### src/rtl/apb_reg_pkg.sv
// APB register front end: shared state encoding, bus widths
// and the byte-strobe merge used to build register write data.
package apb_reg_pkg;

  typedef enum logic [1:0] {
    IDLE,
    WAIT,
    ACCESS
  } state_e;

  localparam int APB_DATA_W = 32;
  localparam int APB_STRB_W = 4;

  function automatic logic [APB_DATA_W-1:0] byte_merge(
    input logic [APB_DATA_W-1:0] wdata,
    input logic [APB_STRB_W-1:0] strb,
    input logic [APB_DATA_W-1:0] cur
  );
    logic [APB_DATA_W-1:0] m;
    for (int b = 0; b < APB_STRB_W; b++) begin
      m[8*b +: 8] = strb[b] ? wdata[8*b +: 8]
                            : cur[8*b +: 8];
    end
    return m;
  endfunction

endpackage

### src/rtl/apb_reg_frontend_decode.sv
// Byte address to register index decode with range,
// alignment and read-only flags.
module reg_index_decode
  import apb_reg_pkg::*;
#(
  parameter int                  NUM_REGS  = 16,
  parameter int                  ADDR_W    = 12,
  parameter logic [ADDR_W-1:0]   BASE_ADDR = '0,
  parameter logic [NUM_REGS-1:0] RO_MASK   = '0,
  localparam int IDX_W = (NUM_REGS > 1) ? $clog2(NUM_REGS) : 1
) (
  input  logic [ADDR_W-1:0] paddr,
  output logic [IDX_W-1:0]  index,
  output logic              in_range,
  output logic              misaligned,
  output logic              ro_hit
);

  localparam logic [ADDR_W-3:0] NREG = (ADDR_W-2)'(NUM_REGS);

  logic [ADDR_W-3:0] w_word;

  // BASE_ADDR is word aligned, so only word bits take part
  assign w_word     = paddr[ADDR_W-1:2] - BASE_ADDR[ADDR_W-1:2];
  assign misaligned = |paddr[1:0];
  assign in_range   = (paddr >= BASE_ADDR) && (w_word < NREG);
  assign index      = w_word[IDX_W-1:0];
  assign ro_hit     = in_range && RO_MASK[index];

endmodule

### src/rtl/apb_reg_frontend.sv
// APB3/APB4 slave front end: one-hot register write strobes,
// merged write data and registered read-back mux.
module apb_reg_frontend
  import apb_reg_pkg::*;
#(
  parameter int                  NUM_REGS  = 16,
  parameter int                  ADDR_W    = 12,
  parameter logic [ADDR_W-1:0]   BASE_ADDR = '0,
  parameter int                  RD_WAIT   = 0,
  parameter logic [NUM_REGS-1:0] RO_MASK   = '0,
  localparam int IDX_W = (NUM_REGS > 1) ? $clog2(NUM_REGS) : 1
) (
  input  logic                           clk,
  input  logic                           rstn,
  input  logic                           psel,
  input  logic                           penable,
  input  logic                           pwrite,
  input  logic [ADDR_W-1:0]              paddr,
  input  logic [APB_DATA_W-1:0]          pwdata,
  input  logic [APB_STRB_W-1:0]          pstrb,
  output logic [APB_DATA_W-1:0]          prdata,
  output logic                           pready,
  output logic                           pslverr,
  input  logic [NUM_REGS*APB_DATA_W-1:0] reg_cur,
  input  logic [NUM_REGS*APB_DATA_W-1:0] reg_rdata,
  output logic [NUM_REGS-1:0]            reg_wr,
  output logic [APB_DATA_W-1:0]          reg_wdata
);

  localparam logic [2:0] WAIT_N = 3'(RD_WAIT);

  state_e                r_state;
  state_e                w_next;
  logic [2:0]            r_cnt;
  logic                  r_write;
  logic                  r_err;
  logic [IDX_W-1:0]      r_idx;
  logic [APB_DATA_W-1:0] r_prdata;
  logic                  r_pready;
  logic                  r_pslverr;
  logic [NUM_REGS-1:0]   r_wr;
  logic [APB_DATA_W-1:0] r_wdata;

  logic [IDX_W-1:0]      w_idx;
  logic                  w_in_range;
  logic                  w_misal;
  logic                  w_ro_hit;
  logic                  w_setup;
  logic                  w_err;
  logic                  w_a_write;
  logic                  w_a_err;
  logic [IDX_W-1:0]      w_a_idx;
  logic [APB_DATA_W-1:0] w_cur_a [NUM_REGS];
  logic [APB_DATA_W-1:0] w_rd_a  [NUM_REGS];

  for (genvar i = 0; i < NUM_REGS; i++) begin : g_split
    assign w_cur_a[i] = reg_cur[APB_DATA_W*i +: APB_DATA_W];
    assign w_rd_a[i]  = reg_rdata[APB_DATA_W*i +: APB_DATA_W];
  end

  reg_index_decode #(
    .NUM_REGS  (NUM_REGS),
    .ADDR_W    (ADDR_W),
    .BASE_ADDR (BASE_ADDR),
    .RO_MASK   (RO_MASK)
  ) u_dec (
    .paddr      (paddr),
    .index      (w_idx),
    .in_range   (w_in_range),
    .misaligned (w_misal),
    .ro_hit     (w_ro_hit)
  );

  assign w_setup = psel & ~penable;
  assign w_err   = w_misal | ~w_in_range | (pwrite & w_ro_hit);

  // Entering ACCESS straight from IDLE uses the live decode
  assign w_a_write = (r_state == IDLE) ? pwrite : r_write;
  assign w_a_err   = (r_state == IDLE) ? w_err  : r_err;
  assign w_a_idx   = (r_state == IDLE) ? w_idx  : r_idx;

  always_comb begin
    w_next = r_state;
    unique case (r_state)
      IDLE: begin
        if (w_setup)
          w_next = (pwrite || WAIT_N == 3'd0) ? ACCESS : WAIT;
      end
      WAIT: begin
        if (!psel)              w_next = IDLE;
        else if (r_cnt == 3'd1) w_next = ACCESS;
      end
      ACCESS:  w_next = IDLE;
      default: w_next = IDLE;
    endcase
  end

  always_ff @(posedge clk or negedge rstn) begin
    if (!rstn) r_state <= IDLE;
    else       r_state <= w_next;
  end

  always_ff @(posedge clk or negedge rstn) begin
    if (!rstn) begin
      r_cnt     <= '0;
      r_write   <= 1'b0;
      r_err     <= 1'b0;
      r_idx     <= '0;
      r_prdata  <= '0;
      r_pready  <= 1'b0;
      r_pslverr <= 1'b0;
      r_wr      <= '0;
      r_wdata   <= '0;
    end else begin
      r_prdata  <= '0;
      r_pready  <= 1'b0;
      r_pslverr <= 1'b0;
      r_wr      <= '0;
      if (r_state == IDLE && w_setup) begin
        r_write <= pwrite;
        r_err   <= w_err;
        r_idx   <= w_idx;
        r_cnt   <= WAIT_N;
        if (pwrite && !w_err)
          r_wdata <= byte_merge(pwdata, pstrb, w_cur_a[w_idx]);
      end
      if (r_state == WAIT)
        r_cnt <= r_cnt - 3'd1;
      if (w_next == ACCESS) begin
        r_pready  <= 1'b1;
        r_pslverr <= w_a_err;
        if (w_a_write && !w_a_err)
          r_wr[w_a_idx] <= 1'b1;
        if (!w_a_write && !w_a_err)
          r_prdata <= w_rd_a[w_a_idx];
      end
    end
  end

  assign prdata    = r_prdata;
  assign pready    = r_pready;
  assign pslverr   = r_pslverr;
  assign reg_wr    = r_wr;
  assign reg_wdata = r_wdata;

endmodule

### config.mk
export PLATFORM = sky130hd
export DESIGN_NAME = apb_reg_frontend
export DESIGN_NICKNAME = d
export VERILOG_FILES = /design/src/rtl/apb_reg_pkg.sv /design/src/rtl/apb_reg_frontend_decode.sv /design/src/rtl/apb_reg_frontend.sv
export SDC_FILE = /design/constraint.sdc
export NUM_CORES = 1
export LEC_CHECK = 0
export CAP_MARGIN = 20
export CORE_AREA = 10 10 444 446
export CTS_CLUSTER_SIZE = 14
export DETAILED_ROUTE_END_ITERATION = 12
export DIE_AREA = 0 0 454 456
export GPL_TIMING_DRIVEN = 0
export PLACE_DENSITY_LB_ADDON = 0.1
export SKIP_CTS_REPAIR_TIMING = 1
export SLEW_MARGIN = 10
export SYNTH_ARGS = -nofsm -noshare
export SYNTH_HDL_FRONTEND = slang
export SYNTH_HIERARCHICAL = 1
export SYNTH_SLANG_ARGS = --single-unit
### constraint.sdc
create_clock -name clk -period 3.6 [get_ports clk]
set_input_delay 0.72 -clock clk [delete_from_list [all_inputs] [get_ports clk]]
set_output_delay 0.72 -clock clk [all_outputs]
set_load 0.01 [all_outputs]
* After elaboration in Yosys (flattened, before gate mapping) *
Memories as Yosys holds them, arrays and structs flattened.
Index checks and enable logic that the tools add are counted.

storage, ports and cells
  register bits after elaboration = 93
  memory bits (read-only) = 16
  bits of input ports = 1077
  output and inout port bits = 82
  memories kept = 1

memory list
  memory            depth  bits a word  read ports  clocked after Yosys merged registers in  wr ports  line                           source
  (name not given)  16     1            1           0                                        0         apb_reg_frontend_decode.sv:28  assign ro_hit = in_range && RO_MASK[index];

cells by class
  $add $sub $neg = 1
  magnitude comparators = 7
  equal/unequal tests = 3
  multiplexer cells = 28
  bitwise gates (word level) = 8
  reduce and logical (&&, ||, !) cells = 14

operators with widths
  cell                                                                            number
  32-bit binary-select mux with 4-bit select                                      2
  32-bit 2-to-1 mux                                                               6
  16-bit 2-to-1 mux                                                               2
  8-bit 2-to-1 mux                                                                4
  12-bit by 1-bit >= comparator with 1-bit output (second input constant)         1
  5-bit >= comparator (second input constant)                                     2
  10-bit by 5-bit less-than comparator with 1-bit output (second input constant)  1
  4-bit by 5-bit less-than comparator with 1-bit output (second input constant)   2
  4-bit inverter with 5-bit output                                                2
  1-bit logical AND                                                               7
  1-bit 2-to-1 mux                                                                6
  2-bit 2-to-1 mux                                                                3
  3-bit 2-to-1 mux                                                                2
  1-bit demux with 4-bit select                                                   1
  4-bit by 1-bit >= comparator with 1-bit output (second input constant)          1
  4-bit 2-to-1 mux                                                                1
  2-bit one-hot mux with 2 select lines                                           1
  3-bit by 1-bit equality test with 1-bit output (second input constant)          1
  1-bit zero test                                                                 3
  3-bit by 1-bit subtractor with 3-bit output (second input constant)             1
  1-bit bitwise AND                                                               2
  2-bit by 1-bit equality test with 1-bit output (second input constant)          1
  2-bit equality test (second input constant)                                     1
  2-bit zero test                                                                 1
  5 further kinds                                                                 7

* Depth between registers and ports, before layout *
Gate-level depths: netlist of run 1.

  depth in word-level cells = 10
  gate-level depth with buffers = 11
  depth with buffers taken out = 8

* Cells and area by module *
The synthesis of run 1 kept the hierarchy.

by module, submodules not included
  module            times used  cells an instance  area each (um^2)  sequential area each (um^2)
  apb_reg_frontend  1           1093               10053.4           2327.2
  reg_index_decode  1           9                  65.1              0.0

* Least setup slack after synthesis of run 1 *
Ideal clock, no wire load.

  path type = input-to-reg
  start point = input paddr[8]
  end point = register r_wdata[0], in the netlist reg_wdata[0]
  setup time = 137 ps
  arrival time = 2409 ps
  path slack = 1054 ps
  stages on the path = 8
  buffers on the path = 1
  path through = or4_1 -> nor3_2 -> inv_1 -> a211oi_1 -> nand2_1 -> nor2_4 -> clkbuf_1 -> a21oi_1

between the ends
  cells in the longest elaborated chain, start to end = 8
  elaborated cells on any way between the ends = 11

RTL lines
  item                                                                                                                       line                                                   source
  from (decl)                                                                                                                apb_reg_frontend.sv:18                                 input logic [ADDR_W-1:0] paddr,
  12-bit by 1-bit >= comparator with 1-bit output or 10-bit by 5-bit less-than comparator with 1-bit output (tied branches)  apb_reg_frontend_decode.sv:26                          assign in_range = (paddr >= BASE_ADDR) && (w_word < NREG);
  1-bit logical AND *                                                                                                        apb_reg_frontend_decode.sv:26
  via w_in_range                                                                                                             apb_reg_frontend.sv:45                                 logic w_in_range;
  1-bit logical AND or 1-bit inverter (tied branches)                                                                        apb_reg_frontend_decode.sv:28, apb_reg_frontend.sv:75
  1-bit bitwise AND or 1-bit OR (tied branches)                                                                              apb_reg_frontend.sv:75                                 assign w_err = w_misal | ~w_in_range | (pwrite & w_ro_hit);
  1-bit OR *                                                                                                                 apb_reg_frontend.sv:75
  1-bit zero test *                                                                                                          apb_reg_frontend.sv:124                                if (pwrite && !w_err)
  1-bit logical AND *                                                                                                        apb_reg_frontend.sv:124
  2-bit AND reduction (no line) *                                                                                            --
  to (signal assigned)                                                                                                       apb_reg_frontend.sv:125                                r_wdata <= byte_merge(pwdata, pstrb, w_cur_a[w_idx]);
  to (decl)                                                                                                                  apb_reg_frontend.sv:42                                 logic [APB_DATA_W-1:0] r_wdata;

Mark *: on every way through the listed nets, which the timed path passes. The rest lies on a longest branch.
A chain may end at the register's enable or synchronous reset.

* Worst setup path in the final report of run 1 *
  start point = input paddr[2]
  end point = register r_prdata[31], in the netlist prdata[31]

between the ends
  cells in the longest elaborated chain, start to end = 10
  elaborated cells on any way between the ends = 20

RTL lines
  item                                                                     line                                                          source
  12-bit by 1-bit >= comparator with 1-bit output (tied with other cells)  apb_reg_frontend_decode.sv:26
  1-bit logical AND or 1-bit 2-to-1 mux (tied branches)                    apb_reg_frontend_decode.sv:26, apb_reg_frontend_decode.sv:28
  1-bit logical AND or 1-bit inverter (tied branches)                      apb_reg_frontend_decode.sv:28, apb_reg_frontend.sv:75
  1-bit bitwise AND or 1-bit OR (tied branches)                            apb_reg_frontend.sv:75
  1-bit OR                                                                 apb_reg_frontend.sv:75
  1-bit 2-to-1 mux                                                         apb_reg_frontend.sv:79                                        assign w_a_err = (r_state == IDLE) ? w_err : r_err;
  1-bit zero test                                                          apb_reg_frontend.sv:134                                       if (!w_a_write && !w_a_err)
  1-bit logical AND                                                        apb_reg_frontend.sv:134
  32-bit 2-to-1 mux *                                                      apb_reg_frontend.sv:134
  32-bit 2-to-1 mux *                                                      apb_reg_frontend.sv:129                                       if (w_next == ACCESS) begin
  to (signal assigned)                                                     apb_reg_frontend.sv:135                                       r_prdata <= w_rd_a[w_a_idx];
  to (decl)                                                                apb_reg_frontend.sv:38                                        logic [APB_DATA_W-1:0] r_prdata;

Mark *: on every way between the ends. The rest lies on a longest branch, timed or not. The select of a mux whose other input is x is not followed.

==> impl_metrics.py, run 1 <==
metrics = {
    "timing": {
        "relSlewSlack_pct": 26.90,
        "setup_tns_ns": 0,
        "tightest_slew_ns": 1.096,
        "maxSlewViolCount": 0,
        "fmax_mhz": 294.5,
        "fin_crit_ns": 3.395,
        "worst_clock_skew_ns": 0.03189,
        "hold_violations": 0,
        "setup_viol": 0,
        "final.period_utilization_pct": 94.32,
    },
    "drt": {
        "viasPerCell": 3.261,
        "first_iter_violations": 776,
        "route.detailed.drc": 0,
        "drtAntennaViolNets": 0,
        "wire_per_inst_um": 33.80,
        "wl_mm": 162.1,
        "via_count": 15639,
        "drt_pass1_iterations": 5,
    },
    "worst_setup_path": {
        "reg2regPathDepth": 9,
        "worstPathArrival_ns": 3.75,
        "r2r-start": "r_state[1]",
        "crit_fanout": 10,
        "cp-endpoint": "prdata[31]",
        "critPathRequiredTime_ns": 3.95,
        "reg2reg_to": "prdata[30]",
        "regToRegSetupSlack_ns": 0.21,
        "critical_path_class": "primary input to flop",
        "end_kind": "flop",
        "cp-startpoint": "paddr[2]",
        "crit_path_start_kind": "primary input",
    },
    "grt": {
        "grt_pass1_wl_mm": 201.1,
        "antenna_found_initial": 82,
        "grt_max_degree": 70,
        "grt_use_total_pct": 14.93,
        "grt_pass1_vias": 17760,
        "grt-ovfl-total": 0,
    },
    "layout": {
        "layout_commonest_cell": "clkdlybuf4s50_1",
        "syn2layout_area_growth_pct": 150.4,
        "drive_gt1_share_pct": 11.58,
        "fin_nets": 3353,
        "fin_util_pct": 13.50,
        "fillers": 21447,
        "final_cell_mix": "clkdlybuf4s50_1, o22ai_1, mux4_2, o21ai_1, a21oi_1",
    },
    "clocking": {
        "clock_latency_ns": 0.45,
        "numClockSinks": 93,
        "htreeDepth": 3,
        "cts_buffer_depth": 2,
        "cts_made_buffers": 9,
        "clkTransAtPathRegs_ns": 0.11,
        "ctsRootBufferMaster": "clkbuf_16",
        "cts_tree": "yes",
    },
    "synth": {
        "synth_enable_flop_cells": 0,
        "synth_top_family_by_area": "compound AO/OA/AOI/OAI gates",
        "synth_compound_area_share_pct": 33.18,
        "netlist_top_cells_area": "mux4_2, dfrtp_1, o22ai_1, a21oi_1, a22oi_1",
        "synthSimpleGateAreaFrac_pct": 8.075,
        "avgSynthCellArea_um2": 9.182,
        "synth_xor_xnor_area_share_pct": 0,
        "synth_top_area_share_pct": 28.49,
        "synth_cells": 1102,
        "synthFlopType": "dfrtp_1",
        "synth_cell_type_count": 41,
        "yosys_warnings": 6,
        "syn_area_mm2": 0.01012,
        "ys_seq_area_share_pct": 23.00,
        "syn_nets": 2181,
        "synth_top_area_cell": "mux4_2",
        "synth.area.mux_share_pct": 28.49,
        "synthAdderAreaFrac_pct": 0.2473,
        "ys_seq_elements": 93,
        "async_flop_share_pct": 100.0,
    },
    "placed_design": {
        "routabilityCongestion": 0.7612,
        "hpwl_mm": 141.3,
        "io_buffer_count": 1150,
    },
    "power": {
        "clockPowerShare_pct": 24.2,
        "p_sw_share_pct": 39.25,
        "leakage_nw": 8.336,
        "cell_internal_pwr_mw": 3.295,
        "seqPwrFrac_pct": 20.0,
        "vdd_ir_drop_max_uv": 277.7,
        "p_sw_mw": 2.129,
        "cellPowerDensity_mw_per_mm2": 214.1,
        "combPwrFrac_pct": 55.8,
    },
    "run": {
        "cap_violations": 0,
    },
    "status": {
        "status": "finished clean",
    },
    "worst_hold_path": {
        "hold_class": "primary input to asynchronous set/reset pin",
    },
    "floorplan": {
        "die_h_um": 456,
        "die_area_mm2": 0.2070,
        "std_cell_rows": 159,
        "core_mm2": 0.1876,
        "die_x_um": 454,
        "io-pin-count": 1159,
        "start_util_pct": 5.394,
    },
}
[through the flow]
stage	hold slack (ns)	total power, mW	instance area [µm²]	std cells	setup WS, ns
after floorplan	0.4244	2.043	10120	1102	1.054
after global placement	0.4926	4.230	24750	4747	-4.282
after detailed placement	0.4957	4.249	24920	4757	-0.9514
after CTS	0.09061	5.713	25250	4773	-0.4643
after global routing	0.1063	5.778	25300	4785	-0.006387
final	0.1281	5.425	25330	4796	0.2045
[worst max-delay path, stage by stage]
cell and delay (ns):
buf_4 0.08, buf_2 0.20, buf_2 0.43, nor4_1 0.14
a31oi_2 0.33, buf_4 0.27, buf_2 0.49, o22ai_1 0.17
o21ai_1 0.52, nand4_1 0.23, nor2_1 0.12
[sequential cells by signal, summed over array words and instances (netlist names)]
signal / count
reg_wdata: 32
pready: 1
r_idx: 4
reg_wr: 16
r_err: 1
r_state: 2
pslverr: 1
prdata: 32
r_cnt: 3
r_write: 1
[cell usage after synthesis (3+ instances only)]
master	count
o22ai_1	256
mux4_2	128
a21oi_1	96
dfrtp_1	93
o21ai_1	93
nor2_1	83
a22oi_1	64
buf_2	60
clkbuf_1	46
o21ai_0	43
nand4_1	32
nand2_1	25
buf_4	18
buf_1	13
inv_1	7
nand2b_1	5
nand3_1	4
nand3b_1	4
nor2b_1	3
nor3_1	3
[how the worst min path moves through the flow]
stage	start	slack, ns	endpoint
2_1_floorplan	rstn	0.42	prdata[0]
3_3_place_gp	r_cnt[2]	0.49	r_cnt[2]
3_5_place_dp	r_cnt[2]	0.50	r_cnt[2]
4_1_cts	rstn	0.09	prdata[14]
5_1_grt	rstn	0.11	prdata[14]
6_report	rstn	0.13	prdata[14]
[final cells by class]
type | count | area (µm²) | share of cell area [%]
Clock buffer | 9 | 225.2 | 0.8891
Tap cell | 2495 | 3122 | 12.32
Inverter | 7 | 26.28 | 0.1037
Clock inverter | 7 | 103.9 | 0.4100
Timing Repair Buffer | 1161 | 11650 | 45.99
Buffer | 139 | 708.2 | 2.796
Multi-Input combinational cell | 863 | 7114 | 28.08
Sequential cell | 93 | 2327 | 9.187
Antenna cell | 22 | 55.05 | 0.2173
[kinds of logic (layout without fill, tap and decap cells)]
kind of cell,Yosys count,count (layout)
multiplexers,128,128
buffers and inverters,146,1323
AND/OR/NAND/NOR,171,171
AO/OA/AOI/OAI,561,561
adder cells (fa/ha/maj),2,2
flip-flops,93,93
other,1,23
[metal layers]
metal | GRT usage, % | share of wire (%)
met5 | 0 | 0.15
met4 | 4.021 | 2.6
met3 | 4.954 | 7.4
met2 | 30.81 | 58
met1 | 13.44 | 32
[power groups by stage]
| stage | sequential (mW) | clock [mW] | combinational (mW) |
|---|---|---|---|
| floorplan | 1.11 | 0 | 0.934 |
| global placement | 1.11 | 0 | 3.12 |
| detailed placement | 1.11 | 0 | 3.14 |
| CTS | 1.09 | 1.47 | 3.16 |
| global route | 1.09 | 1.45 | 3.24 |
| finish | 1.09 | 1.31 | 3.03 |
No activity file was read; power rests on OpenSTA's default activity.
==> run 2: changes to the inputs <==
--- a/config.mk
+++ b/config.mk
@@ -10,7 +10,6 @@
 export CTS_CLUSTER_SIZE = 14
 export DETAILED_ROUTE_END_ITERATION = 12
 export DIE_AREA = 0 0 454 456
-export GPL_TIMING_DRIVEN = 0
 export PLACE_DENSITY_LB_ADDON = 0.1
 export SKIP_CTS_REPAIR_TIMING = 1
 export SLEW_MARGIN = 10
==> impl_metrics.py, run 2 (same netlist as run 1, synthesis figures left out) <==
metrics = {
    "status": {
        "status": "finished clean",
    },
    "worst_setup_path": {
        "crit_path_start_kind": "flop",
        "worstPathArrival_ns": 3.23,
        "crit_cells": 9,
        "critPathRequiredTime_ns": 3.97,
        "reg2reg_to": "prdata[12]",
        "r2r-start": "r_state[0]",
        "crit_buf_inv": 3,
        "crit_path_top_delay_cell": "dfrtp_1",
        "critical_path.most_common_cell": "buf_4",
        "crit_fanout": 26,
        "crit_family": "buffers and inverters",
        "critical_path_class": "flop to flop",
        "critPathMaxStageDelay_ns": 0.52,
        "path_cells": "or2_4, a31oi_4, buf_12, buf_4, o22ai_1, o21ai_1, buf_4, nand4_1, nor2_1",
        "end_kind": "flop",
        "reg2regPathDepth": 9,
        "regToRegSetupSlack_ns": 0.74,
    },
    "timing": {
        "setup_viol": 0,
        "fmax_mhz": 349.6,
        "setup_tns_ns": 0,
        "hold_violations": 0,
        "final.period_utilization_pct": 79.45,
        "grt_setup_unrepaired": "no",
        "tightest_slew_ns": 1.076,
        "holdWs_ns": 0.2060,
        "relSlewSlack_pct": 27.69,
        "maxSlewViolCount": 0,
        "fin_crit_ns": 2.860,
        "worst_clock_skew_ns": 0.02799,
    },
    "drt": {
        "drtAntennaViolNets": 0,
        "via_count": 15331,
        "viasPerCell": 3.259,
        "wire_per_inst_um": 28.90,
        "wl_mm": 135.9,
        "first_iter_violations": 764,
        "drt_pass1_iterations": 5,
        "route.detailed.drc": 0,
    },
    "floorplan": {
        "core_mm2": 0.1876,
        "die_h_um": 456,
        "std_cell_rows": 159,
        "die_area_mm2": 0.2070,
        "start_util_pct": 5.394,
        "die_x_um": 454,
        "io-pin-count": 1159,
    },
    "placed_design": {
        "hpwl_mm": 116.1,
        "place_inst": 4673,
        "routabilityCongestion": 0.8498,
        "io_buffer_count": 1158,
    },
    "worst_hold_path": {
        "hold_class": "primary input to asynchronous set/reset pin",
    },
    "grt": {
        "grt_use_total_pct": 12.47,
        "grt_pass1_wl_mm": 174.6,
        "grt_max_degree": 87,
        "grt-ovfl-total": 0,
        "antenna_found_initial": 70,
        "grt_pass1_vias": 17275,
    },
    "power": {
        "leakage_nw": 8.249,
        "vdd_ir_drop_max_uv": 283.0,
        "cellPowerDensity_mw_per_mm2": 202.4,
    },
    "layout": {
        "drive_gt1_share_pct": 10.12,
        "final_cell_mix": "clkdlybuf4s50_1, o22ai_1, mux4_2, a21oi_1, o21ai_1",
        "fillers": 21284,
        "fin_nets": 3268,
        "syn2layout_area_growth_pct": 149.9,
        "layout_commonest_cell": "clkdlybuf4s50_1",
        "final_cell_count_no_fill": 4704,
    },
    "clocking": {
        "ctsRootBufferMaster": "clkbuf_16",
        "numClockSinks": 93,
        "htreeDepth": 3,
        "clock_latency_ns": 0.46,
        "cts_tree": "yes",
        "cts_buffer_depth": 2,
        "cts_made_buffers": 9,
        "clkTransAtPathRegs_ns": 0.12,
    },
    "run": {
        "cap_violations": 0,
    },
}
run 2: cell types whose count changed in the layout (fill, tap and decap cells not counted), sizes merged:
| cell | delta |
|---|---|
| buf | -42 |
| bufinv | -2 |
| clkbuf | -48 |
| clkdlybuf4s15 | -1 |
| clkdlybuf4s50 | +6 |
| clkinv | +3 |
| clkinvlp | -1 |
| diode | -7 |
run 2: worst max path at each step:
stage                     from       endpoint  slack [ns]
global route          paddr[2]  reg_wdata[27]        0.54
detailed placement    paddr[2]  reg_wdata[27]        0.16
floorplan             paddr[8]   reg_wdata[0]        1.05
global placement      paddr[2]  reg_wdata[27]        0.17
finish              r_state[0]     prdata[12]        0.74
CTS                 r_state[0]     prdata[12]        0.60
run 2: cell type report:
type	instances	area [µm²]	share of cell area, %
diodes	15	37.54	0.1484
inverters	7	26.28	0.1039
clock buffers	9	225.2	0.8906
clock inverters	7	75.07	0.2969
well taps	2495	3122	12.34
flip-flops and latches	93	2327	9.202
repair buffers	1215	12300	48.64
multi-input cells	863	7174	28.37
run 2: per-stage QoR:
step	worst slack, ns	power [mW]	utilization (%)	instance area (µm²)
finish	0.7399	5.119	13.48	25290
CTS	0.6022	5.367	13.46	25250
floorplan	1.054	2.043	-	10120
global route	0.5383	5.460	13.47	25270
global placement	0.1723	4.000	13.30	24950
detailed placement	0.1640	3.992	13.30	24950
run 2: routing by layer:
metal / track usage, % / part of all wire [%]
met3: 4.147 / 7.3
met4: 2.474 / 1.9
met5: 0 / 0.20
met2: 26.30 / 59
met1: 11.10 / 32
run 2: report_power, final:
part	total [mW]	internal, mW	switching, mW
clock network	1.23	0.497	0.737
logic	2.79	1.63	1.16
registers	1.09	1.07	0.0249
run 2: worst reg2reg max path, delay by kind of cell (launching register included):
family / cells / cell delay, ns
and+or+nand+nor: 3 / 0.62
DFF: 1 / 0.52
AOI/OAI and AO/OA: 3 / 0.78
buffers and inverters: 3 / 0.86
==> run 3: changes to the inputs <==
--- a/config.mk
+++ b/config.mk
@@ -6,10 +6,10 @@
 export NUM_CORES = 1
 export LEC_CHECK = 0
 export CAP_MARGIN = 20
-export CORE_AREA = 10 10 444 446
+export CORE_AREA = 10 10 437 439
 export CTS_CLUSTER_SIZE = 14
 export DETAILED_ROUTE_END_ITERATION = 12
-export DIE_AREA = 0 0 454 456
+export DIE_AREA = 0 0 447 449
 export PLACE_DENSITY_LB_ADDON = 0.1
 export SKIP_CTS_REPAIR_TIMING = 1
 export SLEW_MARGIN = 10
==> constraint.sdc (replaced) <==
create_clock -name clk -period 2.3 [get_ports clk]
set_input_delay 0.46 -clock clk [delete_from_list [all_inputs] [get_ports clk]]
set_output_delay 0.46 -clock clk [all_outputs]
set_load 0.01 [all_outputs]
==> impl_metrics.py, run 3 (same netlist as run 1, synthesis figures left out) <==
metrics = {
    "status": {
        "status": "finished clean",
    },
    "worst_hold_path": {
        "min-delay-start": "r_cnt[2]",
        "hold_class": "flop to flop",
    },
    "grt": {
        "grt-ovfl-total": 0,
        "grt_use_total_pct": 12.51,
        "antenna_found_initial": 58,
        "grt_pass1_wl_mm": 171.5,
        "grt_max_degree": 42,
        "grt_pass1_vias": 17936,
    },
    "power": {
        "cellPowerDensity_mw_per_mm2": 310.6,
        "p_total_mw": 8.477,
        "leakage_nw": 9.410,
        "vdd_ir_drop_max_uv": 449.8,
    },
    "timing": {
        "grt_setup_unrepaired": "yes",
        "tightest_slew_ns": 0.5674,
        "setup_ws_ns": 0.02032,
        "setup_tns_ns": 0,
        "hold_violations": 0,
        "worst_clock_skew_ns": 0.02152,
        "setup_viol": 0,
        "final.period_utilization_pct": 99.12,
        "fin_crit_ns": 2.280,
        "fmax_mhz": 438.7,
        "maxSlewViolCount": 0,
        "relSlewSlack_pct": 62.17,
    },
    "placed_design": {
        "place_area_mm2": 0.02615,
        "io_buffer_count": 1158,
        "place_inst": 4705,
        "routabilityCongestion": 0.8234,
        "post-place-ws_ns": -0.6011,
        "hpwl_mm": 116.2,
    },
    "drt": {
        "wire_per_inst_um": 28.61,
        "drtAntennaViolNets": 0,
        "drt_pass1_iterations": 5,
        "first_iter_violations": 681,
        "route.detailed.drc": 0,
        "wl_mm": 136.2,
        "viasPerCell": 3.317,
        "via_count": 15789,
    },
    "worst_setup_path": {
        "crit_path_start_kind": "flop",
        "end_kind": "flop",
        "r2r-start": "r_state[1]",
        "critical_path_class": "flop to flop",
        "path_cells": "or2_4, buf_6, a31oi_4, buf_12, buf_12, clkbuf_16, o22ai_1, o21ai_1, nand4_1, nor2_1",
        "cp-startpoint": "r_state[1]",
        "crit_fanout": 8,
        "crit_path_top_delay_cell": "dfrtp_2",
        "critPathRequiredTime_ns": 2.68,
        "critPathMaxStageDelay_ns": 0.45,
        "critical_path.most_common_cell": "buf_12",
        "worstPathArrival_ns": 2.66,
    },
    "clocking": {
        "cts_made_buffers": 9,
        "cts_buffer_depth": 2,
        "cts_tree": "yes",
        "htreeDepth": 3,
        "ctsRootBufferMaster": "clkbuf_16",
        "clock_latency_ns": 0.45,
        "clkTransAtPathRegs_ns": 0.10,
        "numClockSinks": 93,
    },
    "layout": {
        "fin_nets": 3439,
        "design_area_mm2": 0.02729,
        "syn2layout_area_growth_pct": 169.8,
        "fillers": 20520,
        "final_cell_count_no_fill": 4760,
        "final_cell_mix": "clkdlybuf4s50_1, o22ai_1, buf_4, mux4_2, a21oi_1",
        "drive_gt1_share_pct": 18.52,
        "layout_commonest_cell": "clkdlybuf4s50_1",
    },
    "floorplan": {
        "std_cell_rows": 157,
        "die_h_um": 449,
        "die_area_mm2": 0.2007,
        "die_x_um": 447,
        "start_util_pct": 5.551,
        "core_mm2": 0.1823,
        "io-pin-count": 1159,
    },
    "run": {
        "cap_violations": 0,
    },
}
==> run 3: path summary, 6_finish.rpt <==
path                               to  slack, ns  depth (start not counted)
hold / removal               r_cnt[2]       0.50                          1
setup / recovery           prdata[18]       0.02                         10
max in group asynchronous  r_state[1]       1.13                          3
setup reg to reg           prdata[18]       0.02                         10
hold reg to reg              r_cnt[2]       0.50                          1
min in group asynchronous  prdata[11]       0.57                          2
==> run 3: final cells by class <==
class | count | area (µm²) | area share (%)
diodes | 10 | 25.02 | 0.09168
clock inverters | 7 | 66.31 | 0.2430
flip-flops and latches | 93 | 2328 | 8.531
multi-input cells | 863 | 7443 | 27.27
inverters | 7 | 26.28 | 0.09626
well taps | 2385 | 2984 | 10.93
repair buffers | 1386 | 14200 | 52.01
clock buffers | 9 | 225.2 | 0.8251
==> run 3: metrics by stage <==
stage                     hold WS (ns)  utilization (%)
after floorplan                 0.1644                -
after global placement          0.4737            14.34
after detailed placement        0.4779            14.34
after CTS                     -0.06983            14.50
after global routing            0.5473            14.96
final                           0.5039            14.97
==> run 3: metal layers <==
metal / GRT usage [%] / vias up / wire [µm]
li1: - / 7105 / -
met1: 11.29 / 7772 / 44460
met2: 26.21 / 726 / 78910
met3: 4.201 / 150 / 10120
met4: 2.455 / 36 / 2451
met5: 0 / - / 238
==> run 3: critical path: cells and delay by family, from the launching register on <==
kind	cells	cell delay [ns]
buf+inv	4	0.59
simple gates	3	0.51
flops	1	0.45
compound gates	3	0.66
==> run 3: power by group <==
| part | switching (mW) | total, mW | internal, mW |
|---|---|---|---|
| registers | 0.0351 | 1.71 | 1.67 |
| logic | 2.02 | 4.99 | 2.98 |
| clock network | 1.02 | 1.78 | 0.762 |
==> edit (config.mk and constraints of run 3) <==
The 3 states of `state_e` get a one-hot encoding in 3 bits.
--- a/src/rtl/apb_reg_pkg.sv
+++ b/src/rtl/apb_reg_pkg.sv
@@ -2,10 +2,10 @@
 // and the byte-strobe merge used to build register write data.
 package apb_reg_pkg;
 
-  typedef enum logic [1:0] {
-    IDLE,
-    WAIT,
-    ACCESS
+  typedef enum logic [2:0] {
+    IDLE   = 3'b001,
+    WAIT   = 3'b010,
+    ACCESS = 3'b100
   } state_e;
 
   localparam int APB_DATA_W = 32;
Formal check against the unedited RTL: same outputs for any inputs over 4 cycles, from zero or initial values and one cycle with rstn low; so few cycles prove little.
==> edit against run 3 <==
  * The run now ends with negative setup slack left
  * Total power rose by 39%
  * Synthesized area rose by 32%
  * Critical path depth did not move
  * Clock power rose by 3%
  * Synthesized cell count rose by 21%
  * Sequential cell count rose by 1
  * Design area rose by 21%
  * Maximum frequency fell by 15%
  * Global-route usage rose by 4.4 points
  * Worst setup slack got worse by 410 ps
  * Routed wire length rose by 36%
  * Non-clock buffer count rose by 165
==> edit: results (changes against run 3) <==
Status: finished with violations
Failing checks: negative setup slack
Post-layout util: 0.182 (+0.0321)
Routability congestion estimate: 0.886 (+7.6%)
Relative slew slack: 0.650 (+0.0285)
HPWL after DPL: 159000 µm (+37%)
Num CTS Buffers: 9 (unchanged)
Psw: 5.03 mW (+64%)
DRT Pass-1 Iters: 5 (unchanged)
Nets: 3777 (+9.8%)
Synth cell types: 55 (+34%)
PnR worst setup slack: -390 ps (-410 ps)
Post-Syn Nets: 2409 (+10%)
Vias in the first global route: 20800 (+16%)
Final setup vio count: 32 (+32)
Most instantiated cells after synthesis: 198 x o211a_1, 171 x a211oi_1, 161 x mux4_2
H-tree levels: 3 (unchanged)
Clk Latency, worst-skew pair: 430 ps (-20 ps)
DR WL/cell: 36.1 µm (+26%)
Static Leak: 12.7 nW (+35%)
Detailed Route Iter0 Violations: 1371 (+100%)
Place WS: -1070 ps (-473 ps)
Hold Fails Final Rpt: 0 (unchanged)
Initial antenna violation count: 100 (+72%)
Placed cell area: 30500 µm² (+17%)
Fin Setup TNS: -10450 ps (-10450 ps)
Clock skew: 15.6 ps (-5.95 ps)
Crit path arrival time: 3010 ps (+350 ps)
Cells after synthesis: 1330 (+21%)
Largest net degree at the start of global routing: 65 (+55%)
First-pass GRT wire length: 227000 µm (+32%)
Area contributors post-synth: mux4_2 27%, dfrtp_1 17%, o211a_1 15%
Share of layout cells above drive strength 1: 0.294 (+0.109)
Maximum fanout along the worst path: 8 (unchanged)
Fillers: 20100 (-2.3%)
DP Cell Count: 5035 (+7.0%)
VDD IR max: 0.397 mV (-12%)
DR vias: 19700 (+25%)
Hold_sp: reg_wdata[10]
CP startpoint: r_state[0]
Asr flop ratio synth: 1.00 (unchanged)
Gr usage total: 0.170 (+0.0445)
Slew Limit Fails: 0 (unchanged)
Maximum buffer depth of the clock tree: 2 (unchanged)
Register area share after synthesis: 0.176 (-0.0544)
Vias per cell: 3.84 (+16%)
IO buf count: 1158 (unchanged)
## edit: cell types whose count changed after synthesis, sizes merged, moves of 69 or more
cell | before | now
a211oi | 1 | 171
a21oi | 96 | 10
mux2i | 0 | 69
nand2 | 25 | 119
o211a | 1 | 198
o22ai | 256 | 4
## edit: kinds of logic after synthesis
kind of cell,Yosys count,synth area share
DFF,94,0.176
adders and majority gates,2,0.00187
AOI/OAI and AO/OA,586,0.347
buffers and inverters,198,0.0644
xor gates and xnor gates,1,0.000654
muxes,240,0.332
other,1,0.000280
and+or+nand+nor,208,0.0780
## edit: final timing paths
kind	end	slack, ps	depth (start not counted)
worst max-delay path	prdata[12]	-390	10
worst min-delay path	reg_wdata[10]	500	2
worst max register to register	prdata[12]	-390	10
worst min register to register	reg_wdata[10]	500	2
max in group asynchronous	prdata[0]	950	3
min in group asynchronous	prdata[25]	600	2
## edit: layout make-up
type                    count  area share
well taps                2385      0.0900
flip-flops and latches     94      0.0710
clock inverters             7     0.00234
diodes                     34     0.00257
clock buffers               9     0.00679
repair buffers           1551       0.476
multi-input cells        1038       0.351
inverters                   4    0.000679
## edit: power by group through the flow
stage,Sequential [mW],Combinational (mW),Clock (mW)
after floorplan,1.73,2.41,0
after global placement,1.74,7.30,0
after detailed placement,1.74,7.27,0
after CTS,1.71,7.30,2.00
after global routing,1.71,8.67,2.01
final,1.71,8.24,1.84
## edit: per-layer routing
layer  track usage  share of wire
met5             0         0.0024
met1         0.212           0.43
met2         0.288           0.48
met3        0.0567          0.078
met4        0.0226         0.0098
## edit: critical path: stages (launching register included)
cell and delay [ps]:
dfstp_2 550, or3b_4 420, buf_6 150, mux2i_4 190, buf_12 190, clkbuf_16 190, a2111oi_1 360, buf_4 180
a311oi_2 40, buf_4 150, and4_1 130
